--- src/rtl/wb_arbiter_pkg.sv ---
// Shared types for the writeback arbiter: source ids, per-source request
// payload and the registered writeback slot handed to the issue stage.
package wb_arbiter_pkg;

  localparam int unsigned WB_NSRC = 3;
  localparam int unsigned WB_SW   = $clog2(WB_NSRC);
  localparam int unsigned WB_RW   = 5;
  localparam int unsigned WB_DW   = 32;

  typedef enum logic [WB_SW-1:0] {
    WB_SRC_ALU  = 2'd0,
    WB_SRC_LDST = 2'd1,
    WB_SRC_BR   = 2'd2
  } wb_src_e;

  typedef struct packed {
    logic             wen;
    logic [WB_RW-1:0] rd;
    logic [WB_DW-1:0] wdata;
    logic             spec;
  } wb_req_t;

  typedef struct packed {
    logic               valid;
    logic [WB_SW-1:0]   src;
    logic               reg_en;
    logic [WB_RW-1:0]   rd;
    logic [WB_DW-1:0]   wdata;
    logic [WB_NSRC-1:0] done;
  } wb_t;

endpackage

--- src/rtl/wb_src_fifo.sv ---
// Per-source result FIFO with speculative-tail truncation on flush and a
// clear-all-spec port for correctly resolved branches.
module wb_src_fifo
  import wb_arbiter_pkg::*;
#(
  parameter int unsigned DEPTH = 2
) (
  input  logic    clk,
  input  logic    rst,
  input  logic    push_valid,
  input  wb_req_t push,
  input  logic    pop,
  input  logic    flush,
  input  logic    clear_spec,
  output logic    ready_c,
  output logic    empty_c,
  output wb_req_t head_c
);

  localparam int unsigned PW = $clog2(DEPTH);
  localparam int unsigned CW = PW + 1;

  wb_req_t        mem [DEPTH];
  logic [PW-1:0]  rd_ptr;
  logic [CW-1:0]  count;
  logic [CW-1:0]  keep_c;
  logic [CW-1:0]  base_c;
  logic [PW-1:0]  wr_idx_c;
  logic           full_c;
  logic           enq_c;
  logic           run;
  logic           clr_c;

  assign full_c   = (count == CW'(DEPTH));
  assign ready_c  = !full_c && !rst;
  assign empty_c  = (count == '0);
  assign head_c   = mem[rd_ptr];
  // A spec result arriving during a flush is accepted but discarded.
  assign enq_c    = push_valid && ready_c && !(flush && push.spec);
  assign clr_c    = clear_spec && !flush;
  assign base_c   = flush ? keep_c : count;
  assign wr_idx_c = rd_ptr + PW'(base_c);

  // Length of the leading non-spec run; spec entries are always the youngest.
  always_comb begin
    keep_c = '0;
    run    = 1'b1;
    for (int i = 0; i < DEPTH; i++) begin
      if (run && (CW'(i) < count) && !mem[rd_ptr + PW'(i)].spec) begin
        keep_c = keep_c + CW'(1);
      end else begin
        run = 1'b0;
      end
    end
  end

  always_ff @(posedge clk) begin
    if (rst) begin
      rd_ptr <= '0;
      count  <= '0;
    end else begin
      rd_ptr <= rd_ptr + PW'(pop);
      count  <= base_c + CW'(enq_c) - CW'(pop);
    end
  end

  always_ff @(posedge clk) begin
    if (!rst) begin
      if (clr_c) begin
        for (int i = 0; i < DEPTH; i++) mem[i].spec <= 1'b0;
      end
      if (enq_c) begin
        mem[wr_idx_c]      <= push;
        mem[wr_idx_c].spec <= push.spec && !clear_spec;
      end
    end
  end

endmodule

--- src/rtl/wb_arbiter.sv ---
// Round-robin writeback arbiter: buffers scalar FU results per source and
// presents one registered writeback per cycle to the issue stage.
module wb_arbiter
  import wb_arbiter_pkg::*;
#(
  parameter int unsigned NSRC  = WB_NSRC,
  parameter int unsigned DEPTH = 2,
  parameter int unsigned RW    = WB_RW,
  parameter int unsigned DW    = WB_DW,
  localparam int unsigned SW   = (NSRC > 1) ? $clog2(NSRC) : 1
) (
  input  logic                    CLK,
  input  logic                    RST,
  input  logic [NSRC-1:0]         src_valid,
  output logic [NSRC-1:0]         src_ready,
  input  logic [NSRC-1:0]         src_wen,
  input  logic [NSRC-1:0][RW-1:0] src_rd,
  input  logic [NSRC-1:0][DW-1:0] src_wdata,
  input  logic [NSRC-1:0]         src_spec,
  input  logic                    flush,
  input  logic                    branch_resolved,
  input  logic                    freeze,
  output logic                    wb_valid,
  output logic [SW-1:0]           wb_src,
  output logic                    wb_reg_en,
  output logic [RW-1:0]           wb_rd,
  output logic [DW-1:0]           s_wdata,
  output logic [NSRC-1:0]         fu_done
);

  wb_req_t         push_req [NSRC];
  wb_req_t         head     [NSRC];
  wb_req_t         head_g;
  logic [NSRC-1:0] empty_c;
  logic [NSRC-1:0] pop_c;
  logic [SW-1:0]   ptr;
  logic [SW-1:0]   ptr_nxt_c;
  logic [SW-1:0]   grant_c;
  logic            any_c;
  logic            load_c;
  logic            clr_c;
  int              idx;
  wb_t             wb_q;
  wb_t             wb_d;
  logic            spec_q;
  logic            spec_d;

  for (genvar i = 0; i < NSRC; i++) begin : g_src
    assign push_req[i] = wb_req_t'{
      wen:   src_wen[i],
      rd:    WB_RW'(src_rd[i]),
      wdata: WB_DW'(src_wdata[i]),
      spec:  src_spec[i]
    };

    wb_src_fifo #(.DEPTH(DEPTH)) u_fifo (
      .clk        (CLK),
      .rst        (RST),
      .push_valid (src_valid[i]),
      .push       (push_req[i]),
      .pop        (pop_c[i]),
      .flush      (flush),
      .clear_spec (branch_resolved),
      .ready_c    (src_ready[i]),
      .empty_c    (empty_c[i]),
      .head_c     (head[i])
    );
  end

  // First non-empty source at or after the round-robin pointer.
  always_comb begin
    any_c   = 1'b0;
    grant_c = '0;
    idx     = 0;
    for (int k = 0; k < NSRC; k++) begin
      idx = (int'(ptr) + k) % int'(NSRC);
      if (!any_c && !empty_c[SW'(idx)]) begin
        any_c   = 1'b1;
        grant_c = SW'(idx);
      end
    end
  end

  assign ptr_nxt_c = (grant_c == SW'(NSRC - 1)) ? '0 : grant_c + SW'(1);
  assign head_g    = head[grant_c];

  // Output slot next-state: flush > freeze > new grant > clear.
  always_comb begin
    wb_d   = wb_q;
    spec_d = spec_q;
    load_c = 1'b0;
    clr_c  = 1'b0;
    if (flush) begin
      clr_c = !(freeze && wb_q.valid && !spec_q);
    end else if (freeze) begin
      if (branch_resolved) spec_d = 1'b0;
    end else if (any_c) begin
      load_c = 1'b1;
    end else begin
      clr_c = 1'b1;
    end
    if (clr_c) begin
      wb_d   = '0;
      spec_d = 1'b0;
    end
    if (load_c) begin
      wb_d.valid  = 1'b1;
      wb_d.src    = WB_SW'(grant_c);
      wb_d.reg_en = head_g.wen;
      wb_d.rd     = head_g.rd;
      wb_d.wdata  = head_g.wdata;
      wb_d.done   = WB_NSRC'(1) << grant_c;
      spec_d      = head_g.spec && !branch_resolved;
    end
  end

  always_comb begin
    pop_c = '0;
    if (load_c) pop_c[grant_c] = 1'b1;
  end

  always_ff @(posedge CLK) begin
    if (RST) begin
      wb_q   <= '0;
      spec_q <= 1'b0;
      ptr    <= '0;
    end else begin
      wb_q   <= wb_d;
      spec_q <= spec_d;
      if (load_c) ptr <= ptr_nxt_c;
    end
  end

  assign wb_valid  = wb_q.valid;
  assign wb_src    = SW'(wb_q.src);
  assign wb_reg_en = wb_q.reg_en;
  assign wb_rd     = RW'(wb_q.rd);
  assign s_wdata   = DW'(wb_q.wdata);
  assign fu_done   = NSRC'(wb_q.done);

endmodule

--- config.mk ---
export PLATFORM = sky130hd
export DESIGN_NAME = wb_arbiter
export DESIGN_NICKNAME = d
export VERILOG_FILES = /design/src/rtl/wb_arbiter_pkg.sv /design/src/rtl/wb_src_fifo.sv /design/src/rtl/wb_arbiter.sv
export SDC_FILE = /design/constraint.sdc
export NUM_CORES = 1
export LEC_CHECK = 0
export ABC_CLOCK_PERIOD_IN_PS = 4059
export BUFFER_PORTS_ARGS = -buffer_cell sky130_fd_sc_hd__buf_2
export CELL_PAD_IN_SITES_DETAIL_PLACEMENT = 0
export CELL_PAD_IN_SITES_GLOBAL_PLACEMENT = 1
export CORE_AREA = 2 2 191 155
export DETAILED_ROUTE_END_ITERATION = 6
export DIE_AREA = 0 0 193 157
export PLACE_DENSITY_LB_ADDON = 0.2
export SYNTH_ARGS = -nofsm -noshare
export SYNTH_HDL_FRONTEND = slang
export SYNTH_SLANG_ARGS = --single-unit
--- constraint.sdc ---
create_clock -name CLK -period 4.06 [get_ports CLK]
set_input_delay 0.812 -clock CLK [delete_from_list [all_inputs] [get_ports CLK]]
set_output_delay 0.812 -clock CLK [all_outputs]
set_load 0.01 [all_outputs]
# Word level (Yosys, flattened, before mapping)
# Memories as Yosys holds them, arrays and structs flattened. A register that Yosys moved wholly into a read port is not among the register bits.
# Index checks and enable logic that the tools add are counted.
dict set report word_totals {
  ff_bits 56
  memories 3
  ram_bits 234
}
dict set report op_classes {
  mux 65
  add_sub_neg 21
  n_lt_le_gt_ge 12
  shifts 1
  reduce_logical 58
  bitwise_logic 4
  div 3
  eq_ne 5
}
# memory words word_bits read_ports rd_ports_with_merged_regs write_ports line_no
set mem_list {}
lappend mem_list {{g_src[0].u_fifo.mem} 2 39 2 1 3 wb_src_fifo.sv:23} ;# wb_req_t mem [DEPTH];
lappend mem_list {{g_src[1].u_fifo.mem} 2 39 2 1 3 wb_src_fifo.sv:23}
lappend mem_list {{g_src[2].u_fifo.mem} 2 39 2 1 3 wb_src_fifo.sv:23}
# op n
set op_table {}
lappend op_table {{$mux 44} 2}
lappend op_table {{$bmux 39 s2} 1}
lappend op_table {{$mux 39} 2}
lappend op_table {{$mod 32x3->32 const B} 2}
lappend op_table {{$mux 1} 45}
lappend op_table {{$mod 3x3->32 const B} 1}
lappend op_table {{$logic_and 1x1->1} 31}
lappend op_table {{$logic_not 1->1} 20}
lappend op_table {{$mux 2} 10}
lappend op_table {{$lt 1x2->1 const A} 6}
lappend op_table {{$lt 2x4->1 const B} 3}
lappend op_table {{$add 2x1->2 const B} 4}
lappend op_table {{$eq 2x2->1 const B} 4}
lappend op_table {{$add 1x1->1} 6}
lappend op_table {{$add 2x1->2} 3}
lappend op_table {{$bmux 1 s2} 3}
lappend op_table {{$logic_not 2->1} 3}
lappend op_table {{$reduce_bool 3->1} 2}
lappend op_table {{$sub 2x1->2} 3}
lappend op_table {{$add 1x1->1 const B} 3}
lappend op_table {{$add 2x1->3 const B} 1}
lappend op_table {{$add 2x2->3 const B} 1}
lappend op_table {{$ge 3x3->1 const B} 1}
lappend op_table {{$lt 2x3->1 const B} 1}
lappend op_table {{other kinds (9)} 11}

# Depth between registers and ports, before layout
dict set report depth {
  word_depth 18
  depth_mapped 15
}

# Hierarchy
# A second synthesis with hierarchy kept.
dict set report unflattened {
  hier_cells 760
  hier_area_um2 11959.0
}
# module cells_each seq_area_each_um2 instances area_each_um2
set by_module_without_submodules {}
lappend by_module_without_submodules {wb_src_fifo 157 2402.3 3 3081.7}
lappend by_module_without_submodules {wb_arbiter 289 940.9 1 2713.9}

# Least setup slack after synthesis
# OpenSTA, ideal clock, no wires.
dict set report synth_path {
  kind {register to register}
  startpoint {register g_src[0].u_fifo.rd_ptr}
  endpoint {memory g_src[0].u_fifo.mem[1][10] (netlist bit), enable pin}
  t_arrival_ns 3.575
  stages_incl_launch_ff 9
  setup_ns 0.433
  synth_period_minus_slack_ns 4.008
  path_slack_ns 0.052
  path_buffers 2
  required_time_ns 3.627
  cell_sequence {dfxtp_1 clkbuf_1 buf_1 nand2_1 o221a_2 ha_1 mux2i_1 xor2_1 nor2_1}
}
# element line_no
set synth_lines {}
lappend synth_lines {{start: declaration} wb_src_fifo.sv:24} ;# logic [PW-1:0] rd_ptr;
lappend synth_lines {{start signal: assignment} wb_src_fifo.sv:62} ;# rd_ptr <= rd_ptr + PW'(pop);
lappend synth_lines {{end: declaration} wb_src_fifo.sv:23}

# Final worst setup path
dict set report layout_path {
  startpoint {register ptr[0]}
  endpoint {register wb_q (netlist bit s_wdata[6])}
}
dict set report layout_between {
  elab_chain_len 16
}
# element line_no
set layout_lines {}
lappend layout_lines {{start: declaration} wb_arbiter.sv:36} ;# logic [SW-1:0] ptr;
lappend layout_lines {{start signal: assignment} wb_arbiter.sv:130} ;# if (load_c) ptr <= ptr_nxt_c;
lappend layout_lines {{$add 2x1->3} wb_arbiter.sv:76} ;# idx = (int'(ptr) + k) % int'(NSRC);
lappend layout_lines {{$mod 32x3->32} wb_arbiter.sv:76}
lappend layout_lines {{$bmux 1 s2} wb_arbiter.sv:77} ;# if (!any_c && !empty_c[SW'(idx)]) begin
lappend layout_lines {{$mux 1 (not written as such) (2 in series)} wb_arbiter.sv:77}
lappend layout_lines {{$logic_not 1->1} wb_arbiter.sv:77}
lappend layout_lines {{$logic_and 1x1->1} wb_arbiter.sv:77}
lappend layout_lines {{$mux 1} wb_arbiter.sv:77}
lappend layout_lines {{$logic_not 1->1} wb_arbiter.sv:77}
lappend layout_lines {{$logic_and 1x1->1} wb_arbiter.sv:77}
lappend layout_lines {{$mux 2} wb_arbiter.sv:77}
lappend layout_lines {{$not 2->3 (not written as such)} wb_arbiter.sv:85} ;# assign head_g = head[grant_c];
lappend layout_lines {{$bmux 39 s2} wb_arbiter.sv:85}
lappend layout_lines {{$mux 39 (not written as such) (2 in series)} wb_arbiter.sv:85}
lappend layout_lines {{$mux 44} wb_arbiter.sv:106} ;# if (load_c) begin
lappend layout_lines {{end signal: assignment} wb_arbiter.sv:128} ;# wb_q <= wb_d;
lappend layout_lines {{end: declaration} wb_arbiter.sv:43} ;# wb_t wb_q;
# Several ways; a longest one is shown, not always the timed one. The select of a mux whose other input is x is not followed.
# A chain may end at the register's enable or synchronous reset.

==> impl_metrics.toml <==
[floorplanning]
die_area_sq_um = 30300
placement_rows = 55
die_span_in_y_um = 157
io_pins = 172
core-area_sq_um = 28200
die_x_um = 193
initial_utilization_pct = 42.7

[logic_synthesis]
synth_area_per_cell_sq_um = 15.3
synth.most_common_cell = "edfxtp_1"
post_synth_most_frequent_cells = "edfxtp_1 (234), mux2i_1 (83), mux2_2 (60)"
synth.largest_area_cell = "edfxtp_1"
syn_inst = 786
top_area_cell_type_share_of_the_netlist_area_pct = 58.3
ys_types = 56
count_of_state_elements_after_synthesis = 290
postSynthNetCount = 923
synth-async-reset-ratio_pct = 0
yosysWarnings = 0
synth-seq-area-share_pct = 67.7
number_of_flops_mapped_to_enable_cells_by_yosys = 234
ys.flop_type = "edfxtp_1"
synth.area.top_cells = "edfxtp_1 (58%), dfxtp_1 (9.3%), mux2i_1 (6.9%)"
synth.cell_area_sq_um = 12000

[worst_setup_path]
rr_worst_depth = 10
timing.critical_path.buf_inv = 3
critPathMaxStageDelay_ns = 0.57
critical_path.startpoint = "ptr[0]$_SDFFE_PP0P_"
cp-start-kind = "register"
rr_startpoint = "ptr[0]$_SDFFE_PP0P_"
crit_family = "compound AO/OA/AOI/OAI gates"
critical_path_cell_count = 10
critPathRequiredTime_ns = 4.52
ff2ff_setup_slack_ns = 0.83
critical-path-slowest-cell = "o211a_2"
cpMostUsedCell = "buf_4"
worstSetupEndpointType = "register"
critical_path.cell_chain = "inv_1 > ha_1 > or3_1 > a21oi_1 > o32a_2 > buf_4 > o211a_2 > buf_4 > a221oi_2 > a31oi_1"
criticalPathCategory = "register to register"
r2r-end = "s_wdata[6]$_SDFFE_PP0P_"
cp-endpoint = "s_wdata[6]$_SDFFE_PP0P_"
critPathMaxFanout = 19
worst-endpoint-arrival_ns = 3.69

[timing]
timing_max_transition_violations_final = 0
rsz0062_at_grt = "false"
post_layout_min_period_ns = 3.23
rel_slew_slack_pct = 42.7
setup-tns-final_ns = 0
post-route-period-util_pct = 79.5
timing.final.setup_violations = 0
worst_slew_pin_slew_ns = 0.859
max_freq_mhz = 310
fin_hold_ws_ns = 0.449
fin_skew_ns = 0.0212
final-hold-violation-count = 0

[grt]
grt.total_usage_pct = 19.1
antenna_violations_before_repair = 3
vias_in_the_first_global_route = 7294
grt_pass1_wl_mm = 43.4
grt_max_degree = 45
grt_overflow_total = 0

[placed_design]
postPlaceCellArea_sq_um = 13400
port_buffers = 171
hpwl_mm = 19.0
routabilityCongestion = 0.850

[routing]
drt_first_iter_violations = 332
finalWirelength_mm = 29.0
drt_first_pass_iters = 4
antenna_left = 0
number_of_drc_violations_after_detailed_routing = 0
drt_via_density = 5.33
wire_per_inst_um = 21.4
via_count = 7221

[cells_and_area]
multi_input_logic_area_sq_um = 3640
ff_latch_area_sq_um = 8150
fin_nets = 1098
layout.cell_area.non_filler_sq_um = 14500
n_fill_cell = 2446
drive_above_1_share_pct = 34.9
area_added_between_synthesis_and_finish_pct = 20.2

[flow_run]
drv_cap = 0

[clock_network]
cts_repair_resize_count = 0
clk-insertion-delay-late_ns = 0.55
cts_max_path_buffers = 3
cts-buffers-inserted = 30
cts_tree = "built"
htreeDepth = 1
cts_sinks = 290
cts_setup_buffers = 0
post_cts_hold_buffer_count = 0
clk_pin_slew_worst_paths_ns = 0.06
root_buffer = "clkbuf_16"

[power_and_ir_drop]
cellLeakagePower_nw = 5.10
power.density_nw_per_um2 = 648
vdd_ir_drop_max_uv = 381

[run_status]
status = "complete, no violations"

[min_path]
min-delay-path-class = "primary input to register"
## routing by layer
metal	wire, um	global-route usage [%]	vias to the layer above	share of wire (%)
li1	-	-	3421	-
met1	13600	26.5	3573	47
met2	13000	30.6	180	45
met3	1880	4.70	43	6.5
met4	499	3.90	4	1.7
met5	30	0	-	0.10
## per-stage QoR
stage | instances | total power [mW] | util, % | setup slack (ns)
detailed placement | 1299 | 6.62 | 47.6 | 0.904
floorplan | 786 | 5.69 | - | 0.0517
global route | 1355 | 9.85 | 51.3 | 0.645
CTS | 1355 | 9.48 | 51.3 | 0.867
finish | 1356 | 9.38 | 51.3 | 0.832
global placement | 1299 | 6.60 | 47.6 | 0.993
## state kept, by name, summed over array words and instances (netlist names)
| register | count |
|---|---|
| ptr | 2 |
| wb_src | 2 |
| g_src.u_fifo.mem | 234 |
| s_wdata | 32 |
| wb_valid | 1 |
| spec_q | 1 |
| wb_rd | 5 |
| wb_reg_en | 1 |
| g_src.u_fifo.count | 6 |
| fu_done | 3 |
| g_src.u_fifo.rd_ptr | 3 |
## power by group
part           internal (mW)  total, mW  leakage (nW)  switching [mW]
clock                   1.73       2.84         0.510            1.10
combinational           1.06       2.60          2.00            1.54
sequential              3.69       3.94          2.59           0.249
## layout make-up
type                       count  area share [%]
clock inverter                14            1.17
clock buffer                  42            5.99
timing repair buffer         196            7.73
sequential                   290            56.3
multi-input combinational    426            25.1
inverter                      17           0.441
tap                          370            3.20
antenna                        1          0.0173
## placed cells by master (no fill, tap or decap), types with 3 or more instances in the layout
cell type / Yosys / final
mux2_2: 60 / 60
buf_2: 10 / 171
mux2_1: 17 / 17
a31oi_1: 40 / 40
ha_1: 12 / 12
o21ai_0: 10 / 10
a221oi_2: 21 / 21
nor2_4: 0 / 6
nor2_1: 29 / 23
edfxtp_1: 234 / 234
buf_12: 0 / 6
dfxtp_2: 0 / 3
o2111ai_1: 3 / 3
clkbuf_1: 27 / 6
mux2i_1: 83 / 83
a21oi_1: 14 / 14
nand4_1: 3 / 3
nor2b_1: 5 / 4
nand3_1: 3 / 3
clkinv_2: 0 / 6
nor3_1: 3 / 3
dfxtp_1: 56 / 53
clkinv_1: 0 / 3
nor3b_1: 5 / 5
xor2_1: 5 / 5
nand2_1: 49 / 49
clkbuf_8: 0 / 5
xnor2_1: 10 / 10
inv_1: 17 / 17
buf_4: 8 / 19
o31ai_1: 3 / 3
a221oi_1: 17 / 17
clkbuf_16: 0 / 31
bufinv_16: 0 / 4
## cells by family (layout without fill, tap and decap cells)
| logic type | count (synthesis) | after routing | synth area share (%) |
|---|---|---|---|
| adders and majority gates | 12 | 12 | 1.25 |
| and+or+nand+nor | 111 | 111 | 4.26 |
| muxes | 160 | 160 | 14.1 |
| other | 0 | 1 | 0 |
| buffers and inverters | 70 | 269 | 2.85 |
| DFF | 290 | 290 | 67.7 |
| AOI/OAI and AO/OA | 128 | 128 | 8.81 |
| xor gates and xnor gates | 15 | 15 | 1.09 |
## worst min path at each step
stage               cells past startpoint               startpoint                                   end  slack [ns]
global route                            1                src_rd[0]  g_src[0].u_fifo.mem[1][33]$_DFFE_PP_        0.43
CTS                                     1            src_wdata[50]  g_src[1].u_fifo.mem[0][19]$_DFFE_PP_        0.42
finish                                  1            src_wdata[50]  g_src[1].u_fifo.mem[1][19]$_DFFE_PP_        0.45
floorplan                               2      spec_q$_SDFFE_PP0P_                   spec_q$_SDFFE_PP0P_        0.45
detailed placement                      2  fu_done[1]$_SDFFE_PP0P_               fu_done[1]$_SDFFE_PP0P_        0.45
global placement                        2  fu_done[1]$_SDFFE_PP0P_               fu_done[1]$_SDFFE_PP0P_        0.45
Power figures use the tool's default switching activity.
